### src/rtl/pipe_skid_buf.sv
// pipe_skid_buf -- two-entry skid buffer for a valid/ready pipeline stage.
//
// A main register (MAIN) drives the downstream payload directly and a skid
// register (SKID) catches the one extra beat that can arrive while the
// upstream side still sees in_ready=1 from the previous cycle. Because
// in_ready comes straight from a flop, the downstream out_ready never reaches
// the upstream side combinationally, which breaks the long ready chain.
//
// Ports
//   clk        clock, rising edge
//   rst        asynchronous reset, active low
//   flush      synchronous discard of all buffered entries (highest priority)
//   in_valid   upstream payload valid
//   in_ready   buffer can accept (registered)
//   in_data    upstream payload, NBIT wide
//   out_valid  downstream payload valid
//   out_ready  downstream accepts
//   out_data   downstream payload, driven from MAIN
//   occupancy  entries held: 0, 1 or 2
//   stall_cnt  saturating count of cycles with out_valid=1 and out_ready=0
module pipe_skid_buf #(
  parameter int NBIT  = 32,
  parameter int CNT_W = 16
) (
  input  logic             clk,
  input  logic             rst,
  input  logic             flush,
  input  logic             in_valid,
  output logic             in_ready,
  input  logic [NBIT-1:0]  in_data,
  output logic             out_valid,
  input  logic             out_ready,
  output logic [NBIT-1:0]  out_data,
  output logic [1:0]       occupancy,
  output logic [CNT_W-1:0] stall_cnt
);

  // State encoding doubles as the occupancy count.
  typedef enum logic [1:0] {
    ST_EMPTY = 2'd0,
    ST_ONE   = 2'd1,
    ST_FULL  = 2'd2
  } state_e;

  state_e            state_q, state_d;
  logic [NBIT-1:0]   main_q,  main_d;
  logic [NBIT-1:0]   skid_q,  skid_d;
  logic              in_ready_q, in_ready_d;
  logic [CNT_W-1:0]  stall_q, stall_d;

  logic              in_fire;
  logic              out_fire;

  assign out_valid = (state_q != ST_EMPTY);
  assign in_fire   = in_valid & in_ready_q;
  assign out_fire  = out_valid & out_ready;

  // ---------------------------------------------------------------------
  // Next-state / datapath
  // ---------------------------------------------------------------------
  always_comb begin
    state_d = state_q;
    main_d  = main_q;
    skid_d  = skid_q;

    if (flush) begin
      // Register contents are left alone; only the state matters after a
      // flush, and a concurrent in_fire is simply not captured.
      state_d = ST_EMPTY;
    end else begin
      case (state_q)
        ST_EMPTY: begin
          if (in_fire) begin
            state_d = ST_ONE;
            main_d  = in_data;
          end
        end
        ST_ONE: begin
          if (in_fire && out_fire) begin
            // Pass-through: MAIN is consumed and refilled on the same edge.
            main_d = in_data;
          end else if (in_fire) begin
            state_d = ST_FULL;
            skid_d  = in_data;
          end else if (out_fire) begin
            state_d = ST_EMPTY;
          end
        end
        ST_FULL: begin
          // in_ready is low here, so in_fire cannot occur.
          if (out_fire) begin
            state_d = ST_ONE;
            main_d  = skid_q;
          end
        end
        default: begin
          // Unused encoding: recover to a clean empty buffer.
          state_d = ST_EMPTY;
        end
      endcase
    end

    // Ready for the next cycle is decided purely from our own next state,
    // so there is no combinational out_ready -> in_ready path.
    in_ready_d = (state_d != ST_FULL);
  end

  // ---------------------------------------------------------------------
  // FSM and registered outputs
  // ---------------------------------------------------------------------
  always_ff @(posedge clk or negedge rst) begin
    if (!rst) begin
      state_q    <= ST_EMPTY;
      main_q     <= '0;
      skid_q     <= '0;
      // Held low through reset; rises on the first edge afterwards.
      in_ready_q <= 1'b0;
    end else begin
      state_q    <= state_d;
      main_q     <= main_d;
      skid_q     <= skid_d;
      in_ready_q <= in_ready_d;
    end
  end

  // ---------------------------------------------------------------------
  // Stall counter: saturating, only cleared by reset (flush leaves it).
  // ---------------------------------------------------------------------
  always_comb begin
    stall_d = stall_q;
    if (out_valid && !out_ready && (stall_q != {CNT_W{1'b1}}))
      stall_d = stall_q + CNT_W'(1);
  end

  always_ff @(posedge clk or negedge rst) begin
    if (!rst) stall_q <= '0;
    else      stall_q <= stall_d;
  end

  assign in_ready  = in_ready_q;
  assign out_data  = main_q;
  assign occupancy = state_q;
  assign stall_cnt = stall_q;

endmodule

### config.mk
export PLATFORM = sky130hd
export DESIGN_NAME = pipe_skid_buf
export DESIGN_NICKNAME = d
export VERILOG_FILES = /design/src/rtl/pipe_skid_buf.sv
export SDC_FILE = /design/constraint.sdc
export NUM_CORES = 1
export LEC_CHECK = 0
export ABC_AREA = 1
export ABC_CLOCK_PERIOD_IN_PS = 2170
export BUFFER_PORTS_ARGS = -buffer_cell sky130_fd_sc_hd__buf_2
export CAP_MARGIN = 10
export CORE_UTILIZATION = 35
export DETAILED_ROUTE_END_ITERATION = 12
export PLACE_DENSITY = 0.59
export SLEW_MARGIN = 25
export SYNTH_ARGS = -nofsm -noshare
export SYNTH_HDL_FRONTEND = slang
export SYNTH_SLANG_ARGS = --single-unit
### constraint.sdc
create_clock -name clk -period 2.17 [get_ports clk]
set_input_delay 0.434 -clock clk [delete_from_list [all_inputs] [get_ports clk]]
set_output_delay 0.434 -clock clk [all_outputs]
set_load 0.01 [all_outputs]
==> reports/metrics.cfg, run 1 <==
[setup_path]
arrival_ns=1.21
path_class=reg -> out
critPathMaxFanout=6
startpoint_type=flip-flop
endpoint_kind=output pin
worstPathRequired_ns=1.74
r2r_cells=7

[global_route]
antenna_found_initial=0
gr-total-overflow=0
track_usage=0.166
grt_max_degree=65
first_global_vias=3119
grt_pass1_wl_mm=14.8

[floorplan]
io_pins=89
die_area_um2=11600
initial_core_util=0.361
die_w_um=108
die_h_um=108
core_um2=10900
rows=38

[route]
viasPerCell=4.57
drc=0
dr.pass1.iters=4
vias=3355
ant_nets=0
drt-initial-drc-count=132
wl_mm=8.77
wl_per_cell_um=11.9

[finish]
final_nets=627
syn2layout_area_growth_pct=19.7
final_util=0.432
layout.cells.non_filler=734
multi_input_area_um2=1420
num-fill-cells=1116
layout-drive-gt1-share=0.195
seq_area_um2=2080
antenna_cells=0

[clock_tree]
cts.clk_slew.worst_paths_ns=0.08
cts_tree=built
cts_made_buffers=9
cts_buffer_depth=2
htree_levels=3
clock-sinks=83
root_buffer=clkbuf_8
insertion_delay_ns=0.37
cts_resized=0
postCtsSetupBuffers=0
cts_hold_buf=0

[timing]
grt_setup_unrepaired=no
fmax_mhz=608
final.setup.worst_slack_ns=0.525
fin_crit_sh=0.758
fin_tns_setup_ns=0
hold_viol_final=0
post-route-min-period_ns=1.65
worst_pin_slew_ns=0.612
skew_ns=0.00867
setup_violations=0
drv_slew=0
max_slew_margin=0.592

[placed_design]
dp_hpwl_mm=6.02
dp_cells=718
post-place-ws_ns=0.498
port_buffers=88
place_congestion=0.799

[synthesis]
syn_area_um2=3930
netlist.top_cell.by_area=dfrtp_1
ys_ff_latch=83
ys_seq_area_frac=0.529
avgSynthCellArea_um2=7.77
async_reset_ff_frac=1.00
netlist_instances=505
yosysMostFrequentCell=nand2_1
synth-edff-count=0
ys_types=22
ys_warn_count=0
synth_top_area_frac=0.529
syn_nets=543
synth.top_cells.by_area=dfrtp_1 53%, nand2_1 12%, inv_1 7.9%
synth_top_flop_cell=dfrtp_1
ys_top_cells_by_count=129 x nand2_1, 83 x dfrtp_1, 83 x inv_1, 46 x nor2_1, 44 x o21ai_1

[flow_run]
maxCapViolations=0

[power_and_ir_drop]
p_leak_nw=2.52
power_mw=4.41
power_density_nw_per_um2=938
ir_drop_mv=0.405

[hold_path]
hold_path_class=in -> async

[status]
status=finished, final reports clean

==> metrics by stage <==
stage / instance area (µm²) / hold WS (ns)
2_1_floorplan: 3930 / 0.138
3_3_place_gp: 4510 / 0.458
3_5_place_dp: 4510 / 0.459
4_1_cts: 4700 / 0.0527
5_1_grt: 4700 / 0.0753
6_report: 4700 / 0.0394
==> critical path, cell delays in order, from the launching register on <==
cell and delay (ns):
dfrtp_1 0.45, nor2_1 0.19, inv_1 0.07, buf_2 0.14
==> cell families (layout without fill, tap and decap cells) <==
group,Yosys count,count (layout),share of synthesized area
buffers and inverters,106,195,0.109
and+or+nand+nor,198,198,0.200
AOI/OAI and AO/OA,109,109,0.141
DFF,83,83,0.529
adders and majority gates,1,1,0.00319
xor gates and xnor gates,8,8,0.0178
==> path summary, 6_finish.rpt <==
path / start / to / slack [ns]
min in group clk: in_data[29] / skid_q[29] / 0.31
max reg2reg: occupancy[1] / skid_q[10] / 0.54
max in group asynchronous: rst / out_data[12] / 1.47
max: occupancy[1] / out_valid / 0.52
min reg2reg: skid_q[26] / skid_q[26] / 0.50
min: rst / out_data[23] / 0.04
==> metal layers <==
layer | track usage | share of wire | wire length, µm
met1 | 0.213 | 0.47 | 4130
met3 | 0.0375 | 0.040 | 347
met2 | 0.272 | 0.47 | 4160
met4 | 0.0616 | 0.015 | 131
met5 | 0 | 0 | 0
==> registers in the layout, summed over array words and instances (netlist names) <==
| name | count |
|---|---|
| out_data | 32 |
| skid_q | 32 |
| stall_cnt | 16 |
| occupancy | 2 |
| in_ready | 1 |
==> final cells by class <==
type                    instances  share of cell area
clock buffers                  10              0.0293
well taps                     140              0.0373
multi-input cells             316               0.302
inverters                      83              0.0663
repair buffers                 96               0.112
clock inverters                 6              0.0104
flip-flops and latches         83               0.442
==> power breakdown <==
group / leakage [nW] / internal, mW / total [mW] / switching (mW)
Sequential: 0.999 / 1.98 / 2.20 / 0.228
Combinational: 1.43 / 0.468 / 1.14 / 0.673
Clock: 0.0851 / 0.454 / 1.06 / 0.607
==> cells in the final DEF (no fill, tap or decap) <==
cell type | synthesis | final
clkinv_4 | 0 | 2
inv_1 | 83 | 83
a21oi_2 | 1 | 1
o21ai_0 | 36 | 36
and2_2 | 0 | 1
o21a_1 | 1 | 1
nor2_1 | 46 | 46
buf_2 | 13 | 87
nor2_2 | 1 | 1
xor2_1 | 8 | 8
o21ai_1 | 44 | 44
a21oi_1 | 27 | 27
nand3_1 | 15 | 15
clkinvlp_4 | 0 | 3
nand4_1 | 2 | 2
inv_6 | 0 | 1
buf_4 | 4 | 7
nor3_1 | 1 | 1
and3_1 | 1 | 1
nand3b_1 | 1 | 1
clkbuf_8 | 0 | 10
nand2_1 | 129 | 129
nand3_2 | 1 | 1
dfrtp_1 | 83 | 83
buf_12 | 0 | 2
ha_1 | 1 | 1
Note: power is estimated with default switching activity, not from simulation.
==> run 2, diff against run 1 <==
ABC_CLOCK_PERIOD_IN_PS = 1490   (was 2170)
PLACE_DENSITY = 0.61   (was 0.59)
clock period = 1.49 ns   (was 2.17 ns; I/O delays follow)
==> reports/metrics.cfg, run 2 (same netlist as run 1, synthesis figures left out) <==
[global_route]
gr-total-overflow=0  ; unchanged
met2_usage=0.282  ; was 0.272
top_usage_layer=met2  ; unchanged
first_global_vias=3257  ; was 3,119
track_usage=0.169  ; was 0.166
grt_pass1_wl_mm=15.3  ; was 14.8 mm
grt_max_degree=65  ; unchanged
grtUsageMet1=0.212  ; was 0.213
antenna_found_initial=0  ; unchanged
use_met3=0.0418  ; was 0.0375

[finish]
fin_area_um2=5040  ; was 4700 µm²
layout-drive-gt1-share=0.246  ; was 0.195
seq_area_um2=2080  ; about the same
multi_input_area_um2=1500  ; was 1420 µm²
layout.cells.non_filler=754  ; was 734
final_nets=647  ; was 627
final_common_cell=nand2_1  ; unchanged
mostFrequentLayoutCells=122 x nand2_1, 86 x buf_2, 81 x inv_1, 81 x dfrtp_1  ; was 129 x nand2_1, 87 x buf_2, 83 x inv_1, 83 x dfrtp_1, 46 x nor2_1
antenna_cells=0  ; unchanged
syn2layout_area_growth_pct=28.3  ; was 19.7%
num-fill-cells=1069  ; was 1,116

[setup_path]
cp_slowest_stage_delay_ns=0.45  ; about the same
crit_slowest_cell=dfrtp_2  ; was dfrtp_1
rr_startpoint=occupancy[0]  ; was occupancy[1]
r2r-end=out_data[20]  ; was skid_q[10]
arrival_ns=1.75  ; was 1.21 ns
critPathMaxFanout=23  ; was 6
cp.buffers_inverters=1  ; was 2
r2r_cells=7  ; unchanged
cp_common_cell=nor2_4
reg2reg_slack_ns=0.02  ; was 0.54 ns
worstPathRequired_ns=1.76  ; was 1.74 ns
endpoint_kind=flip-flop  ; was output pin
startpoint_type=flip-flop  ; unchanged
path_class=reg -> reg  ; was reg -> out
critPathTopFamily=simple AND/OR/NAND/NOR gates  ; was flip-flops
path_cells=nor2_4 > nor2_4 > a21oi_2 > and2_4 > buf_12 > nand2_1 > o21ai_1  ; was nor2_1 > inv_1 > buf_2

[floorplan]
die_w_um=108  ; unchanged
io_pins=89  ; unchanged
initial_core_util=0.361  ; unchanged
die_h_um=108  ; unchanged
die_area_um2=11600  ; unchanged
rows=38  ; unchanged
core_um2=10900  ; unchanged

[route]
vias=3460  ; was 3,355
drt-initial-drc-count=104  ; was 132
viasPerCell=4.59  ; was 4.57
wl_per_cell_um=12.5  ; was 11.9 µm
ant_nets=0  ; unchanged
drc=0  ; unchanged
dr.pass1.iters=4  ; unchanged
wl_mm=9.43  ; was 8.77 mm

[timing]
drv_slew=0  ; unchanged
setup_violations=0  ; unchanged
grt_setup_unrepaired=yes  ; was no
post-route-min-period_ns=1.47
skew_ns=0.0141  ; was 0.00867 ns
fmax_mhz=678
max_slew_margin=0.770  ; was 0.592
hold_viol_final=0  ; unchanged
fin_crit_sh=0.990
worst_pin_slew_ns=0.345  ; was 0.612 ns
fin_tns_setup_ns=0  ; unchanged

[clock_tree]
htree_levels=3  ; unchanged
clock-sinks=83  ; unchanged
cts.clk_slew.worst_paths_ns=0.09  ; was 0.08 ns
cts_buffer_depth=2  ; unchanged
cts_tree=built  ; unchanged
insertion_delay_ns=0.36  ; was 0.37 ns
cts_made_buffers=9  ; unchanged
root_buffer=clkbuf_8  ; unchanged

[power_and_ir_drop]
p_leak_nw=2.66  ; was 2.52 nW
internal_power_mw=4.56  ; was 2.90 mW
power_density_nw_per_um2=1340  ; was 938 nW/µm²
ir_drop_mv=0.682  ; was 0.405 mV
power_frac_seq=0.469  ; was 0.500
power_mw=6.75  ; was 4.41 mW
combPwrFrac=0.294  ; was 0.259
p_switching_mw=2.19  ; was 1.51 mW
p_clk_frac=0.238  ; was 0.241
switching_share=0.324  ; was 0.342

[flow_run]
maxCapViolations=0  ; unchanged

[status]
status=finished, final reports clean  ; unchanged

[hold_path]
holdPathEnd=occupancy[0]
worstHoldStart=flush
hold_path_class=in -> reg  ; was in -> async
holdPathStages=3

[placed_design]
dp_cells=729  ; was 718
place_congestion=0.847  ; was 0.799
port_buffers=88  ; unchanged
dp_hpwl_mm=6.04  ; was 6.02 mm
placed_area_um2=4650  ; was 4510 µm²

-- run 2: cell types whose count changed in the layout (fill, tap and decap cells not counted), sizes merged --
| cell | delta |
|---|---|
| dlygate4sd3 | +1 |
| clkinv | -1 |
| clkbuf | +5 |
| inv | -2 |
| buf | +17 |
| clkinvlp | -1 |
| bufinv | +1 |
-- run 2: cell type report --
| type | count | share of cell area |
|---|---|---|
| inverter | 83 | 0.0626 |
| tap | 140 | 0.0348 |
| clock buffer | 14 | 0.0303 |
| timing repair buffer | 115 | 0.154 |
| sequential | 83 | 0.413 |
| timing repair inverter | 1 | 0.00149 |
| clock inverter | 2 | 0.00695 |
| multi-input combinational | 316 | 0.297 |
-- run 2: worst min-delay path, cell delays in order --
cell and delay [ns]:
buf_2 0.10, a21oi_2 0.04, o21a_1 0.09
-- run 2: repair_timing --
| item | in CTS | in global routing |
|---|---|---|
| pin swaps | 0 | 4 |
| endpoints found under the setup margin | 31 | 68 |
| gates cloned | 1 | 2 |
| hold buffers | 1 | 0 |
| hold endpoints to repair | 21 | 0 |
| resized for setup | 4 | 28 |
| setup buffers | 2 | 3 |
-- run 2: worst max-delay path by stage --
stage                     slack (ns)    startpoint      endpoint  depth (start not counted)
final                           0.02  occupancy[0]  out_data[20]                          7
after global placement          0.03  occupancy[1]  out_data[31]                          7
after detailed placement       -0.02  occupancy[1]   out_data[0]                          7
after global routing           -0.05  occupancy[0]   out_data[8]                          7
after floorplan                 0.07  stall_cnt[0]  stall_cnt[7]                          9
after CTS                       0.02  occupancy[0]   out_data[6]                          7
-- run 2: metal layers --
metal  wire, µm  up-vias
met1       4340     1597
li1           -     1774
met5          0        -
met4        144        0
met3        393       13
met2       4560       76
-- run 2: power groups by stage --
stage | logic, mW | registers, mW | clock network, mW
2_1_floorplan | 0.908 | 3.36 | 0
3_3_place_gp | 1.84 | 3.18 | 0
3_5_place_dp | 1.89 | 3.21 | 0
4_1_cts | 1.94 | 3.17 | 1.66
5_1_grt | 2.26 | 3.24 | 1.76
6_report | 1.98 | 3.17 | 1.61
-- run 2: through the flow --
stage          hold WS (ns)  utilization  worst slack (ns)
4_1_cts               0.190        0.450            0.0184
6_report              0.203        0.463            0.0152
3_3_place_gp          0.228        0.427            0.0299
5_1_grt               0.194        0.463           -0.0532
2_1_floorplan       0.00241            -            0.0682
3_5_place_dp          0.232        0.427           -0.0173
==> run 3, diff against run 2 <==
REMOVE_ABC_BUFFERS = 1   (was unset)
==> reports/metrics.cfg, run 3 (same netlist as run 1, synthesis figures left out) <==
[route]
vias=3523  ; was 3,460
dr.pass1.iters=4  ; unchanged
wl_mm=9.69  ; was 9.43 mm
ant_nets=0  ; unchanged
drc=0  ; unchanged
drt-initial-drc-count=115  ; was 104
wl_per_cell_um=12.9  ; was 12.5 µm
wl_met1_mm=4.40  ; was 4.34 mm
viasPerCell=4.67  ; was 4.59
top_layer=met4  ; unchanged
wl_met2_mm=4.57  ; was 4.56 mm
route.met3.wl_um=577  ; was 393 µm

[floorplan]
initial_core_util=0.361  ; unchanged
core_um2=10900  ; unchanged
die_h_um=108  ; unchanged
die_area_um2=11600  ; unchanged
io_pins=89  ; unchanged
rows=38  ; unchanged
die_w_um=108  ; unchanged

[power_and_ir_drop]
ir_drop_mv=0.611  ; was 0.682 mV
p_leak_nw=2.71  ; was 2.66 nW
power_density_nw_per_um2=1360  ; was 1340 nW/µm²
power_mw=6.95  ; was 6.75 mW

[timing]
worst_pin_slew_ns=0.459  ; was 0.345 ns
max_slew_margin=0.694  ; was 0.770
drv_slew=0  ; unchanged
post-route-min-period_ns=1.48  ; was 1.47 ns
hold_viol_final=0  ; unchanged
fin_tns_setup_ns=0  ; unchanged
skew_ns=0.00440  ; was 0.0141 ns
grt_setup_unrepaired=yes  ; unchanged
setup_violations=0  ; unchanged
hold_slack_ns=0.200  ; was 0.203 ns
fmax_mhz=676  ; was 678 MHz
fin_crit_sh=0.993  ; was 0.990

[clock_tree]
root_buffer=clkbuf_8  ; unchanged
cts_tree=built  ; unchanged
cts_buffer_depth=2  ; unchanged
htree_levels=3  ; unchanged
insertion_delay_ns=0.35  ; was 0.36 ns
cts_made_buffers=9  ; unchanged
clock-sinks=83  ; unchanged
cts.clk_slew.worst_paths_ns=0.08  ; was 0.09 ns

[global_route]
track_usage=0.170  ; was 0.169
first_global_vias=3374  ; was 3,257
grt_pass1_wl_mm=15.2  ; was 15.3 mm
antenna_found_initial=0  ; unchanged
gr-total-overflow=0  ; unchanged
grt_max_degree=65  ; unchanged

[finish]
final_common_cell=nand2_1  ; unchanged
layout-drive-gt1-share=0.254  ; was 0.246
final_nets=649  ; was 647
mostFrequentLayoutCells=121 x nand2_1, 87 x buf_2, 83 x inv_1, 81 x dfrtp_1, 41 x o21ai_1  ; was 122 x nand2_1, 86 x buf_2, 81 x inv_1, 81 x dfrtp_1
syn2layout_area_growth_pct=30.1  ; was 28.3%
antenna_cells=0  ; unchanged

[setup_path]
cp_slowest_stage_delay_ns=0.43  ; was 0.45 ns
worstPathRequired_ns=1.73  ; was 1.76 ns
critPathMaxFanout=5  ; was 23
path_cells=nand2_1 > o21ai_1 > nand2_4 > clkbuf_16 > nand2_1 > o21ai_1  ; was nor2_4 > nor2_4 > a21oi_2 > and2_4 > buf_12 > nand2_1 > o21ai_1
arrival_ns=1.72  ; was 1.75 ns
crit_slowest_cell=dfrtp_1  ; was dfrtp_2
path_class=reg -> reg  ; unchanged
endpoint_kind=flip-flop  ; unchanged
startpoint_type=flip-flop  ; unchanged

[placed_design]
port_buffers=88  ; unchanged
place_congestion=0.785  ; was 0.847
dp_hpwl_mm=6.27  ; was 6.04 mm

[hold_path]
hold_path_class=in -> reg  ; unchanged

[flow_run]
maxCapViolations=0  ; unchanged

[status]
status=finished, final reports clean  ; unchanged

-- run 3: path summary, 6_finish.rpt --
path                                end  slack [ns]  cells past startpoint           from
setup reg to reg           stall_cnt[7]        0.01                      6  stall_cnt[14]
hold / removal               skid_q[17]        0.20                      3    in_data[17]
min in group asynchronous      in_ready        0.45                      2            rst
hold reg to reg              skid_q[28]        0.50                      2     skid_q[28]
max in group asynchronous  occupancy[0]        0.53                      3            rst
setup / recovery           stall_cnt[7]        0.01                      6  stall_cnt[14]
-- run 3: timing repair --
item | 4_1_cts | 5_1_grt
endpoints found under the hold margin | 28 | 0
setup endpoints to repair | 15 | 80
hold buffers | 1 | 0
buffers inserted | 0 | 2
cloned | 0 | 6
pin swaps | 0 | 3
resized for setup | 1 | 29
-- run 3: layer usage --
| metal | GRT usage | vias up |
|---|---|---|
| met5 | 0 | - |
| met2 | 0.279 | 97 |
| met1 | 0.211 | 1647 |
| met4 | 0.0724 | 0 |
| met3 | 0.0442 | 14 |
| li1 | - | 1765 |
-- run 3: worst max-delay path, delay by kind of cell, from the launching register on --
family	cells	cell delay, ns
AOI/OAI and AO/OA	2	0.44
and+or+nand+nor	3	0.31
DFF	1	0.43
buffers and inverters	1	0.19
-- run 3: through the flow --
step           cell area (µm²)   util  setup slack [ns]  instances
5_1_grt                   5110  0.469           -0.0548        754
3_3_place_gp              4670  0.429            0.0244        731
3_5_place_dp              4670  0.429         -0.000367        731
2_1_floorplan             3810      -            -0.734        482
4_1_cts                   4880  0.448           0.00409        746
6_report                  5110  0.469            0.0101        754
-- run 3: area by class of cell --
cell class              count  area (µm²)
multi-input cells         316        1500
well taps                 140         175
fillers                  1083        5780
clock buffers              11         131
flip-flops and latches     83        2080
repair buffers            118         843
inverters                  83         312
clock inverters             3        65.1
-- run 3: report_power, final --
| part | internal (mW) | switching (mW) | leakage (nW) | total [mW] |
|---|---|---|---|---|
| Sequential | 2.88 | 0.291 | 0.996 | 3.17 |
| Clock | 0.926 | 0.799 | 0.0992 | 1.72 |
| Combinational | 0.908 | 1.15 | 1.61 | 2.06 |
| Total | 4.71 | 2.24 | 2.71 | 6.95 |
